$ cat config.mk
export PLATFORM = sky130hd
export DESIGN_NAME = io_spi_shift_cell
export DESIGN_NICKNAME = d
export VERILOG_FILES = /design/src/rtl/io_spi_shift_cell.sv
export SDC_FILE = /design/constraint.sdc
export NUM_CORES = 1
export LEC_CHECK = 0
export CAP_MARGIN = 40
export CORE_ASPECT_RATIO = 1.4
export CORE_MARGIN = 10
export CORE_UTILIZATION = 50
export CTS_BUF_LIST = sky130_fd_sc_hd__clkbuf_8
export DETAILED_ROUTE_END_ITERATION = 7
export PLACE_DENSITY = 0.78
export SLEW_MARGIN = 5
export SYNTH_ARGS = -nofsm -noshare
export SYNTH_HDL_FRONTEND = slang
export SYNTH_SLANG_ARGS = --single-unit
$ cat constraint.sdc
create_clock -name sys_clk -period 3.9 [get_ports sys_clk]
set_clock_uncertainty 0.1 [all_clocks]
set_input_delay 0.78 -clock sys_clk [delete_from_list [all_inputs] [get_ports sys_clk]]
set_output_delay 0.78 -clock sys_clk [all_outputs]
set_load 0.01 [all_outputs]
$ cat src/rtl/io_spi_shift_cell.sv
// io_spi_shift_cell: SPI mode-0 16-bit full-duplex shift engine whose bit clock is a
// synchronized, edge-detected copy of divided_clk; everything runs on sys_clk.
module io_spi_shift_cell #(
  parameter int DATABITWIDTH = 16,
  parameter int SYNCSTAGES = 2
) (
  input  logic                    sys_clk,
  input  logic                    sync_rst,
  input  logic                    clk_en,
  input  logic                    divided_clk,
  input  logic                    ConfigACK,
  output logic                    ConfigREQ,
  input  logic                    LoadEn,
  input  logic [15:0]             ConfigWordIn,
  input  logic [3:0]              ConfigRegDestIn,
  output logic                    ResponseACK,
  input  logic                    ResponseREQ,
  output logic [3:0]              ResponseRegDestOut,
  output logic [DATABITWIDTH-1:0] ResponseDataOut,
  output logic                    spi_sclk,
  output logic                    spi_mosi,
  output logic                    spi_cs_n,
  input  logic                    spi_miso
);
  localparam logic [1:0] IDLE = 2'd0, ARM = 2'd1, SHIFT = 2'd2, DONE = 2'd3;
  logic [1:0] state;
  logic [SYNCSTAGES-1:0] clkChain, misoChain;
  logic clkPrev, clkSync, misoSync, riseTick, fallTick, busy, writeFire;
  logic [15:0] txShift, rxShift, rxData;
  logic [4:0] bitCount;
  logic sclkReg, csNReg;
  assign clkSync = clkChain[SYNCSTAGES-1];
  assign misoSync = misoChain[SYNCSTAGES-1];
  assign riseTick = clk_en & clkSync & ~clkPrev;
  assign fallTick = clk_en & ~clkSync & clkPrev;
  assign busy = state != IDLE;
  assign ConfigREQ = LoadEn ? (ResponseREQ & ~busy) : (~busy & clk_en);
  assign ResponseACK = ConfigACK & LoadEn & ConfigREQ;
  assign writeFire = ConfigACK & ~LoadEn & ConfigREQ;
  assign ResponseRegDestOut = ConfigRegDestIn;
  assign ResponseDataOut = DATABITWIDTH'(rxData);
  assign spi_sclk = sclkReg;
  assign spi_mosi = txShift[15];
  assign spi_cs_n = csNReg;
  // sclk is re-registered from clkSync so its edges line up with the tx shift on a fall
  always_ff @(posedge sys_clk)
    if (sync_rst) begin
      clkChain <= '0;
      misoChain <= '0;
      clkPrev <= 1'b0;
      state <= IDLE;
      txShift <= '0;
      rxShift <= '0;
      rxData <= '0;
      bitCount <= '0;
      sclkReg <= 1'b0;
      csNReg <= 1'b1;
    end else if (clk_en) begin
      clkChain <= {clkChain[SYNCSTAGES-2:0], divided_clk};
      misoChain <= {misoChain[SYNCSTAGES-2:0], spi_miso};
      clkPrev <= clkSync;
      sclkReg <= (state == SHIFT) & clkSync;
      if (writeFire) begin
        txShift <= ConfigWordIn;
        bitCount <= '0;
        csNReg <= 1'b0;
        state <= ARM;
      end
      if (state == ARM && fallTick) state <= SHIFT;
      if (state == SHIFT && riseTick) begin
        rxShift <= {rxShift[14:0], misoSync};
        if (bitCount != 5'd16) bitCount <= bitCount + 5'd1;
      end
      if (state == SHIFT && fallTick) begin
        if (bitCount == 5'd16) state <= DONE;
        else txShift <= {txShift[14:0], 1'b0};
      end
      if (state == DONE) begin
        rxData <= rxShift;
        csNReg <= 1'b1;
        state <= IDLE;
      end
    end
endmodule

[Word level (Yosys, flattened, before mapping)]
Cells that the tools add are included.
Cells by class
  mux-type cells: 14
  add/sub/neg operators: 1
  bitwise operators: 15
  equal/unequal tests: 5
  reduce and logical (&&, ||, !) cells: 8
Operators by type and width (count)
  $mux 16: 3
  $mux 5: 3
  $and 1x1->1: 11
  $mux 2: 5
  $reduce_and 2->1: 3
  $add 5x1->5 const B: 1
  $eq 5x5->1 const B: 1
  $ne 5x5->1 const B: 1
  $eq 2x2->1 const B: 2
  $not 1->1: 4
  $reduce_bool 2->1: 2
  $logic_and 1x1->1: 3
  $mux 1: 3
  $eq 2x1->1 const B: 1
Word-level totals
  output and inout port bits: 25
  input bits: 28
  register bits after elaboration: 62
  word-level logic and storage cells: 53

[Longest topological paths before layout]
  depth after elaboration: 10
  depth in mapped cells: 8
  depth with buffers taken out: 6

[Worst setup path after synthesis]
No wires, ideal clock.
  path type: input-to-output
  start: input ConfigACK
  end: output ResponseACK
  arrival: 1612 ps
  path buffers: 2
  setup slack: 1408 ps
  required time: 3020 ps
  cell stages on the path: 4
  cell sequence: or3b_1 > buf_2 > clkbuf_1 > nor2_1
Between the ends
  longest elaborated chain between the ends: 2
RTL lines
  start, declared: line 11  | input logic ConfigACK,
  $and 1x1->1 (2 in a row): line 38  | assign ResponseACK = ConfigACK & LoadEn & ConfigREQ;
  end, declared: line 16  | output logic ResponseACK,
No other way between the ends.

[Final worst setup path]
Same ends and word-level chain as after synthesis.

==> metrics.yaml <==
setup_path:
  path_cells: "clkdlybuf4s50_1, or3b_1, nor2_1, clkdlybuf4s50_1"
  crit_path_start_kind: "primary input"
  rrSetupSlack_ns: 1.87
  cp_slowest_cell: "clkdlybuf4s50_1"
  crit_arrival_ns: 2.27
  cp_common_cell: "clkdlybuf4s50_1"
  cp-startpoint: "ConfigACK"
  cp-end-kind: "output pin"
  r2r_start: "bitCount[0]$_SDFFE_PP0P_"
  crit_required_ns: 3.02
  path_max_fanout: 2
  crit_type: "in -> out"
  max_stage_delay_ns: 0.55
synthesis:
  synth_warnings: 0
  synthTopCellsByArea: "dfxtp_1 (49%), nand2_1 (11%), a21oi_1 (7.0%)"
  synth_edf_count: 0
  async_flop_share_pct: 0
  synth_top_area_cell: "dfxtp_1"
  syn_area_per_cell_um2: 8.42
  ys.flop_type: "dfxtp_1"
  syn_nets: 334
  syn_area_um2: 2560
  synth.distinct_cells: 35
  yosysMostFrequentCell: "nand2_1"
  synth_sequential_area_ratio_pct: 48.5
  yosysTopAreaCellShare_pct: 48.5
  ys_ff_latch: 62
  synth_common_cells: "nand2_1 (73), dfxtp_1 (62), a21oi_1 (36)"
  synth_cells: 304
routing:
  firstDrtPassIters: 4
  avgViaCountPerCell: 5.26
  avgRoutedWirePerCell_um: 13.6
  ant_nets: 0
  num_vias: 2135
  wl_um: 5500
  drtIter0Drc: 149
  drc: 0
cts:
  post_cts_buffers: 0
  cts_hold_buf: 0
  cts-root-buf: "clkbuf_8"
  htreeDepth: 3
  clkTransAtPathRegs_ns: 0.07
  clock_path_buffers: 2
  cts_resized: 0
  cts_tree: "done"
  cts_buffers: 9
  numClockSinks: 62
  insertion_delay_ns: 0.34
timing:
  maxSlewViolCount: 0
  fin_crit_sh_pct: 80.9
  rsz0062_at_grt: "false"
  hold_viol_final: 0
  setup_viol: 0
  period_needed_ns: 3.15
  slew_headroom_pct: 55.7
  fin_tns_setup_ns: 0
  fmax_ghz: 0.317
  worst_pin_slew_ns: 0.664
global_route:
  grt_max_degree: 49
  grt_use_met1_pct: 14.9
  grt_use_met2_pct: 22.4
  grtUsageTotal_pct: 13.5
  grt_pass1_vias: 2014
  grt_first_pass_wirelength_um: 9320
  use_met3_pct: 4.72
  grt_busiest_layer: "met2"
  antenna_found_initial: 0
  gr-total-overflow: 0
hold_path:
  hold_class: "reg -> reg"
  min-delay-start: "ResponseDataOut[10]$_SDFFE_PP0P_"
power_and_ir_drop:
  ir_drop_mv: 0.255
  p_leak_nw: 1.14
  pwr_density_cell_nw_per_um2: 410
floorplan:
  core_area_um2: 4920
  io-pin-count: 53
  die_w_um: 80.5
  dieArea_um2: 8420
  fp.dieH_um: 105
  initial_core_util_pct: 52.0
  row_count: 30
job:
  cap_violations: 0
placed_design:
  port_buffers: 44
  place_congestion: 0.794
  hpwl_um: 3800
layout:
  drive_gt1_share_pct: 7.60
  final_util_pct: 64.8
  diodes: 0
  fin_nets: 368
  area_delta_synth_final_pct: 24.4
run_status:
  outcome: "completed"
## per-stage QoR
step	area (µm²)	worst slack [ns]	cells	hold slack [ns]	total power, mW
after floorplan	2560	1.41	304	0.331	0.712
after global placement	2960	0.783	390	0.339	0.741
after detailed placement	2980	0.725	391	0.346	0.745
after CTS	3180	0.718	406	0.355	1.32
after global routing	3180	0.663	406	0.375	1.35
final	3180	0.746	406	0.353	1.31
## area by class of cell
| cell class | count | area, µm² |
|---|---|---|
| clock buffers | 12 | 165 |
| clock inverters | 3 | 42.5 |
| fillers | 419 | 1730 |
| inverters | 4 | 15.0 |
| multi-input cells | 212 | 1150 |
| flip-flops and latches | 62 | 1240 |
| well taps | 64 | 80.1 |
| repair buffers | 49 | 485 |
## routing by layer
metal / share of wire [%] / up-vias
met4: 1.9 / 0
met2: 51 / 42
met3: 6.3 / 9
met1: 41 / 979
li1: - / 1105
met5: 0 / -
## worst max-delay path, delay by kind of cell
kind	cells	cell delay, ns
buffers and inverters	2	1.00
and+or+nand+nor	2	0.49
## where the power goes
part	leakage, nW	internal (mW)	switching (mW)
combinational	0.534	0.0440	0.0350
sequential	0.502	0.644	0.00700
clock	0.104	0.343	0.234
total	1.14	1.03	0.276
## flip-flops by register name (all words and copies together), names as in the netlist
register	flops
spi_sclk	1
clkChain	2
ResponseDataOut	16
txShift	16
rxShift	16
misoChain	2
spi_cs_n	1
clkPrev	1
bitCount	5
state	2
## kinds of logic (layout without fill, tap and decap cells)
kind of cell | after synthesis | in the layout | share of synthesized area, %
AO/OA/AOI/OAI | 61 | 61 | 15.9
AND/OR/NAND/NOR | 142 | 142 | 25.5
buffers and inverters | 30 | 68 | 6.36
flip-flops | 62 | 62 | 48.5
adder cells (fa/ha/maj) | 2 | 2 | 0.978
multiplexers | 7 | 7 | 2.74
## worst paths after layout
kind | cells after the start | endpoint
worst max-delay path | 4 | ResponseACK
worst min-delay path | 2 | ResponseDataOut[10]$_SDFFE_PP0P_
worst max register to register | 6 | txShift[13]$_SDFFE_PP0P_
worst min register to register | 2 | ResponseDataOut[10]$_SDFFE_PP0P_
## cells in the final DEF (no fill, tap or decap), drive strengths merged, types with 2 or more instances in the layout
cell type	netlist	layout
nand2	74	74
dfxtp	62	62
clkdlybuf4s50	0	43
a21oi	36	36
nor2	24	24
nor3	17	17
o221a	13	13
clkbuf	15	12
nand3	10	10
mux2i	7	7
buf	11	6
inv	4	4
o21ai	4	4
nand2b	3	3
or3	3	3
a211oi	2	2
and3b	2	2
nor2b	2	2
a31oi	2	2
a311oi	2	2
ha	2	2
(Power assumes the default switching activity.)
==> edit 1: new RTL, config.mk and constraints unchanged <==
Reset style: asynchronous (`sync_rst`), changed in one clocked block.
--- a/src/rtl/io_spi_shift_cell.sv
+++ b/src/rtl/io_spi_shift_cell.sv
@@ -43,7 +43,7 @@
   assign spi_mosi = txShift[15];
   assign spi_cs_n = csNReg;
   // sclk is re-registered from clkSync so its edges line up with the tx shift on a fall
-  always_ff @(posedge sys_clk)
+  always_ff @(posedge sys_clk or posedge sync_rst)
     if (sync_rst) begin
       clkChain <= '0;
       misoChain <= '0;
Behaviour: differs if sync_rst is asserted again (counterexample within 4 cycles, from zero or initial values and one cycle with sync_rst high); with sync_rst held inactive, the same outputs for 10 cycles.
==> edit 1 against the unedited design <==
Synthesized area rose by 18%; final area rose by 16%; sequential share of layout area rose by 3.2 points; critical path depth did not move; setup slack improved by 0.15 ns; via count rose by 1.1%; hold slack improved by 0.029 ns; sequential cell count did not move; wire length rose by 15%.
Power is not compared: it rests on default switching activity, and its combinational part moved more than twofold at a synthesized area within 25%.
==> edit 1: results (changes against the unedited design) <==
global-route usage over all layers=0.131 (was 0.135); fraction of synthesis flops using an asynchronous set or reset pin=1.00 (was 0); worst-case reg-to-reg path depth=4 (was 6); met1 usage=0.152 (was 0.149); met3 capacity usage during global routing=0.0518 (was 0.0472); sequential cell area fraction in the yosys report=0.515 (was 0.485); post-detail-place hpwl=4190 um (was 3800 um); number of nets in the final layout=320 (was 368); transition time at the pin with the least slew margin=0.805 ns (was 0.664 ns); TritonCTS Buffers=9 (unchanged); largest fanout of any net on the critical path=4 (was 2); result of the run=finished clean (unchanged); instance area after placement=0.00345 mm^2 (was 0.00298 mm^2); minimum period implied by the final worst setup slack=3.01 ns (was 3.15 ns); dominant cells by area after synthesis=dfrtp_1, mux2_2, or3b_2 (was dfxtp_1, nand2_1, a21oi_1); number of distinct library cell variants in the gate-level netlist after synthesis=40 (was 35); number of detailed-routing iterations run before antenna repair=6 (was 4); startpoint of the worst setup timing path=LoadEn (was ConfigACK); Setup WS pre-CTS=0.789 ns (was 0.725 ns); clock latency on the worst-skew pair=0.34 ns (about the same); first-pass GRT wire length=10400 um (was 9320 um); Arrival @ worst endpoint=2.13 ns (was 2.27 ns); most used flip-flop cell after synthesis=dfrtp_1 (was dfxtp_1); met2 track demand over resource=0.208 (was 0.224); initial detailed-routing violation count=88 (was 149); proportion of layout cells with a drive suffix above 1=0.305 (was 0.0760); number of filler instances in the final layout=465 (was 419); via count of the first global-routing pass=2121 (was 2014); average wire length per cell after detail routing=17.3 um (was 13.6 um); worst setup slack for register-to-register paths=1.57 ns (was 1.87 ns); largest net degree at the start of global routing=41 (was 49); total nets after synthesis=284 (was 334)
## edit 1: metrics by stage
step	hold WS, ns	power (uW)	utilization	cells
6_report	0.382	1950	0.627	365
5_1_grt	0.419	2050	0.627	365
4_1_cts	0.384	1970	0.627	365
3_5_place_dp	0.371	1340	0.589	349
3_3_place_gp	0.368	1320	0.589	349
2_1_floorplan	0.375	1190	-	254
## edit 1: worst max-delay path, cell delays in order
cell and delay [ns]:
clkdlybuf4s50_1 0.56, nand3_1 0.09, nor3_1 0.13, clkdlybuf4s50_1 0.57
## edit 1: where the power goes
part	switching [uW]	total [uW]	internal, uW	leakage (uW)
logic	211	453	242	0.000642
registers	105	876	771	0.000798
clock network	242	618	376	0.000118
total	558	1950	1390	0.00156
## edit 1: kinds of logic after synthesis
| family | synth area share |
|---|---|
| AND/OR/NAND/NOR | 0.161 |
| flip-flops | 0.515 |
| multiplexers | 0.148 |
| adder cells (fa/ha/maj) | 0.00830 |
| AO/OA/AOI/OAI | 0.112 |
| buffers and inverters | 0.0564 |
## edit 1: per-layer routing
metal / part of all wire / up-vias
met5: 0 / -
met4: 0.011 / 0
met3: 0.067 / 9
met2: 0.49 / 64
met1: 0.43 / 1072
li1: - / 1014
## edit 1: layout make-up
class / instances / area [um^2] / area share
sequential: 62 / 1550 / 0.422
inverter: 6 / 22.5 / 0.00612
tap: 70 / 87.6 / 0.0238
timing repair buffer: 51 / 493 / 0.134
clock inverter: 6 / 86.3 / 0.0235
clock buffer: 10 / 138 / 0.0374
multi-input combinational: 160 / 1300 / 0.353
## edit 1: how the worst min path moves through the flow
stage,endpoint,startpoint,slack [ns],depth (start not counted)
after floorplan,clkChain[0],clkChain[0],0.37,1
after global placement,spi_cs_n,spi_cs_n,0.37,2
after detailed placement,spi_cs_n,spi_cs_n,0.37,2
after CTS,spi_cs_n,spi_cs_n,0.38,2
after global routing,spi_cs_n,spi_cs_n,0.42,2
final,spi_cs_n,spi_cs_n,0.38,2
==> edit 2: new RTL, same flow settings <==
Made on the original files. Set the parameter `SYNCSTAGES` to 4 (it was 2).
--- a/src/rtl/io_spi_shift_cell.sv
+++ b/src/rtl/io_spi_shift_cell.sv
@@ -2,7 +2,7 @@
 // synchronized, edge-detected copy of divided_clk; everything runs on sys_clk.
 module io_spi_shift_cell #(
   parameter int DATABITWIDTH = 16,
-  parameter int SYNCSTAGES = 2
+  parameter int SYNCSTAGES = 4
 ) (
   input  logic                    sys_clk,
   input  logic                    sync_rst,
Check against the original RTL: not equivalent (a bounded check fails within 10 cycles, from zero or initial values and one cycle with sync_rst high).
==> edit 2 against the unedited design <==
Fmax decreased by 4.5%; sequential cell count rose by 4; largest cell class unchanged; synthesized area increased by 7.7%; total power is 3.7% lower; cell count increased by 5.4%; highest routed layer unchanged; critical path type unchanged; final area up 5.9%; setup slack worse by 0.15 ns; wire length fell by 1.6%; via count rose by 5.6%.
==> edit 2: results (changes against the unedited design) <==
root buffer cell=clkbuf_8 (unchanged); Ys Warns=0 (unchanged); path category of the worst min-delay check=register to register (unchanged); startpoint of the tightest hold check path=ResponseDataOut[9] (was ResponseDataOut[10]); number of distinct library cell variants in the gate-level netlist after synthesis=33 (was 35); # Post-CTS Setup Buffers=0 (unchanged); number of cells after detailed placement=412 (was 391); worst-case reg-to-reg path depth=7 (was 6); start of the worst register-to-register path=bitCount[0] (unchanged); largest fanout of any net on the critical path=3 (was 2); result of the run=finished clean (unchanged); global-route usage over all layers=0.129 (was 0.135); hold path endpoint=ResponseDataOut[9] (was ResponseDataOut[10]); via count of the first global-routing pass=2149 (was 2014); sequential cell area fraction in the yosys report=0.479 (was 0.485); Reg-to-Reg End=txShift[12] (was txShift[13]); PostCTS Resize Cnt=0 (unchanged); total nets after synthesis=356 (was 334); worst setup slack for register-to-register paths=1.57 ns (was 1.87 ns); post-detail-place hpwl=3830 um (was 3800 um); average wire length per cell after detail routing=12.6 um (was 13.6 um); number of filler instances in the final layout=497 (was 419); Worst slew margin=0.551 (was 0.557); Arrival @ worst endpoint=2.42 ns (was 2.27 ns); initial detailed-routing violation count=93 (was 149); dominant cells by area after synthesis=dfxtp_1, nand2_1, a311oi_2 (was dfxtp_1, nand2_1, a21oi_1); average vias per placed instance=5.27 (was 5.26); Antenna Cells=0 (unchanged); average size of a mapped cell=8.46 um^2 (was 8.42 um^2); clock-pin slew on the worst setup and hold paths=0.06 ns; deepest clock path buffer count=2 (unchanged); leftover overflow at the end of global routing=0 (unchanged); most used flip-flop cell after synthesis=dfxtp_1 (unchanged); ranking of synthesized cells by instance count=nand2_1, dfxtp_1, a21oi_1, nor2_1, a311oi_2 (was nand2_1, dfxtp_1, a21oi_1, nor2_1, nor3_1); number of I/O port buffers=44 (unchanged); first-pass GRT wire length=9250 um (was 9320 um); Setup WS pre-CTS=0.622 ns (was 0.725 ns); final estimated routing congestion in global placement=0.742 (was 0.794); number of antenna violations at the first check in global routing=0 (unchanged); number of nets in the final layout=387 (was 368); post-detailed-routing wire length=5410 um (was 5500 um); H-tree level count=3 (unchanged); Peak supply drop=0.289 mV (was 0.255 mV); clock latency on the worst-skew pair=0.34 ns (about the same); number of detailed-routing iterations run before antenna repair=4 (unchanged); hold depth=2 (unchanged); fraction of synthesis flops using an asynchronous set or reset pin=0 (unchanged); proportion of layout cells with a drive suffix above 1=0.0967 (was 0.0760); leakage power total=0.00119 uW (was 0.00114 uW); largest net degree at the start of global routing=31 (was 49); TritonCTS Buffers=9 (unchanged)
==> edit 2: cell count changes after synthesis, sizes merged, moves of 4 or more <==
| cell | unedited run | this run |
|---|---|---|
| buf | 11 | 17 |
| nand2 | 74 | 97 |
| nor2 | 24 | 28 |
| nand3 | 10 | 5 |
| dfxtp | 62 | 66 |
| a311oi | 2 | 15 |
| mux2i | 7 | 11 |
| o221a | 13 | 0 |
| nor3 | 17 | 3 |
| nand3b | 1 | 5 |
==> edit 2: how the worst max path moves through the flow <==
stage / slack, ns / start / cells past startpoint / endpoint
2_1_floorplan: 1.47 / clk_en / 4 / ResponseACK
3_3_place_gp: 0.55 / LoadEn / 5 / ResponseACK
3_5_place_dp: 0.62 / LoadEn / 5 / ResponseACK
4_1_cts: 0.60 / LoadEn / 5 / ResponseACK
5_1_grt: 0.51 / LoadEn / 5 / ResponseACK
6_report: 0.60 / LoadEn / 5 / ResponseACK
==> edit 2: kinds of logic after synthesis <==
kind of cell / after synthesis / synth area share
fa+ha+maj: 2 / 0.00908
simple gates: 155 / 0.245
compound gates: 60 / 0.168
mux: 11 / 0.0399
buf+inv: 32 / 0.0590
flops: 66 / 0.479
==> edit 2: final cells by class <==
cell class              count  area share
clock buffers              10      0.0408
clock inverters             6      0.0104
inverters                   3     0.00334
multi-input cells         228       0.377
flip-flops and latches     66       0.392
well taps                  66      0.0245
repair buffers             49       0.152
==> edit 2: layer usage <==
metal,track usage,vias up,routed length [um]
li1,-,1158,-
met1,0.143,1045,2370
met2,0.210,41,2590
met3,0.0452,11,341
met4,0.0612,0,109
met5,0,-,0
==> edit 2: through the flow <==
step                      hold slack (ns)  area, um^2  power (uW)
final                               0.352        3370        1260
after global routing                0.373        3370        1310
after CTS                           0.354        3370        1270
after detailed placement            0.345        3200         782
after global placement              0.339        3150         777
after floorplan                     0.331        2760         747
==> edit 2: worst max-delay path, stage by stage <==
cell,delay [ns]
clkdlybuf4s50_1,0.54
mux2i_1,0.10
nor3_1,0.25
and3_1,0.20
clkdlybuf4s50_1,0.55
==> edit 2: report_power, final <==
part | internal [uW] | leakage, uW | switching (uW)
sequential | 683 | 0.000533 | 5.92
clock | 242 | 0.0000869 | 252
combinational | 41.7 | 0.000567 | 35.4
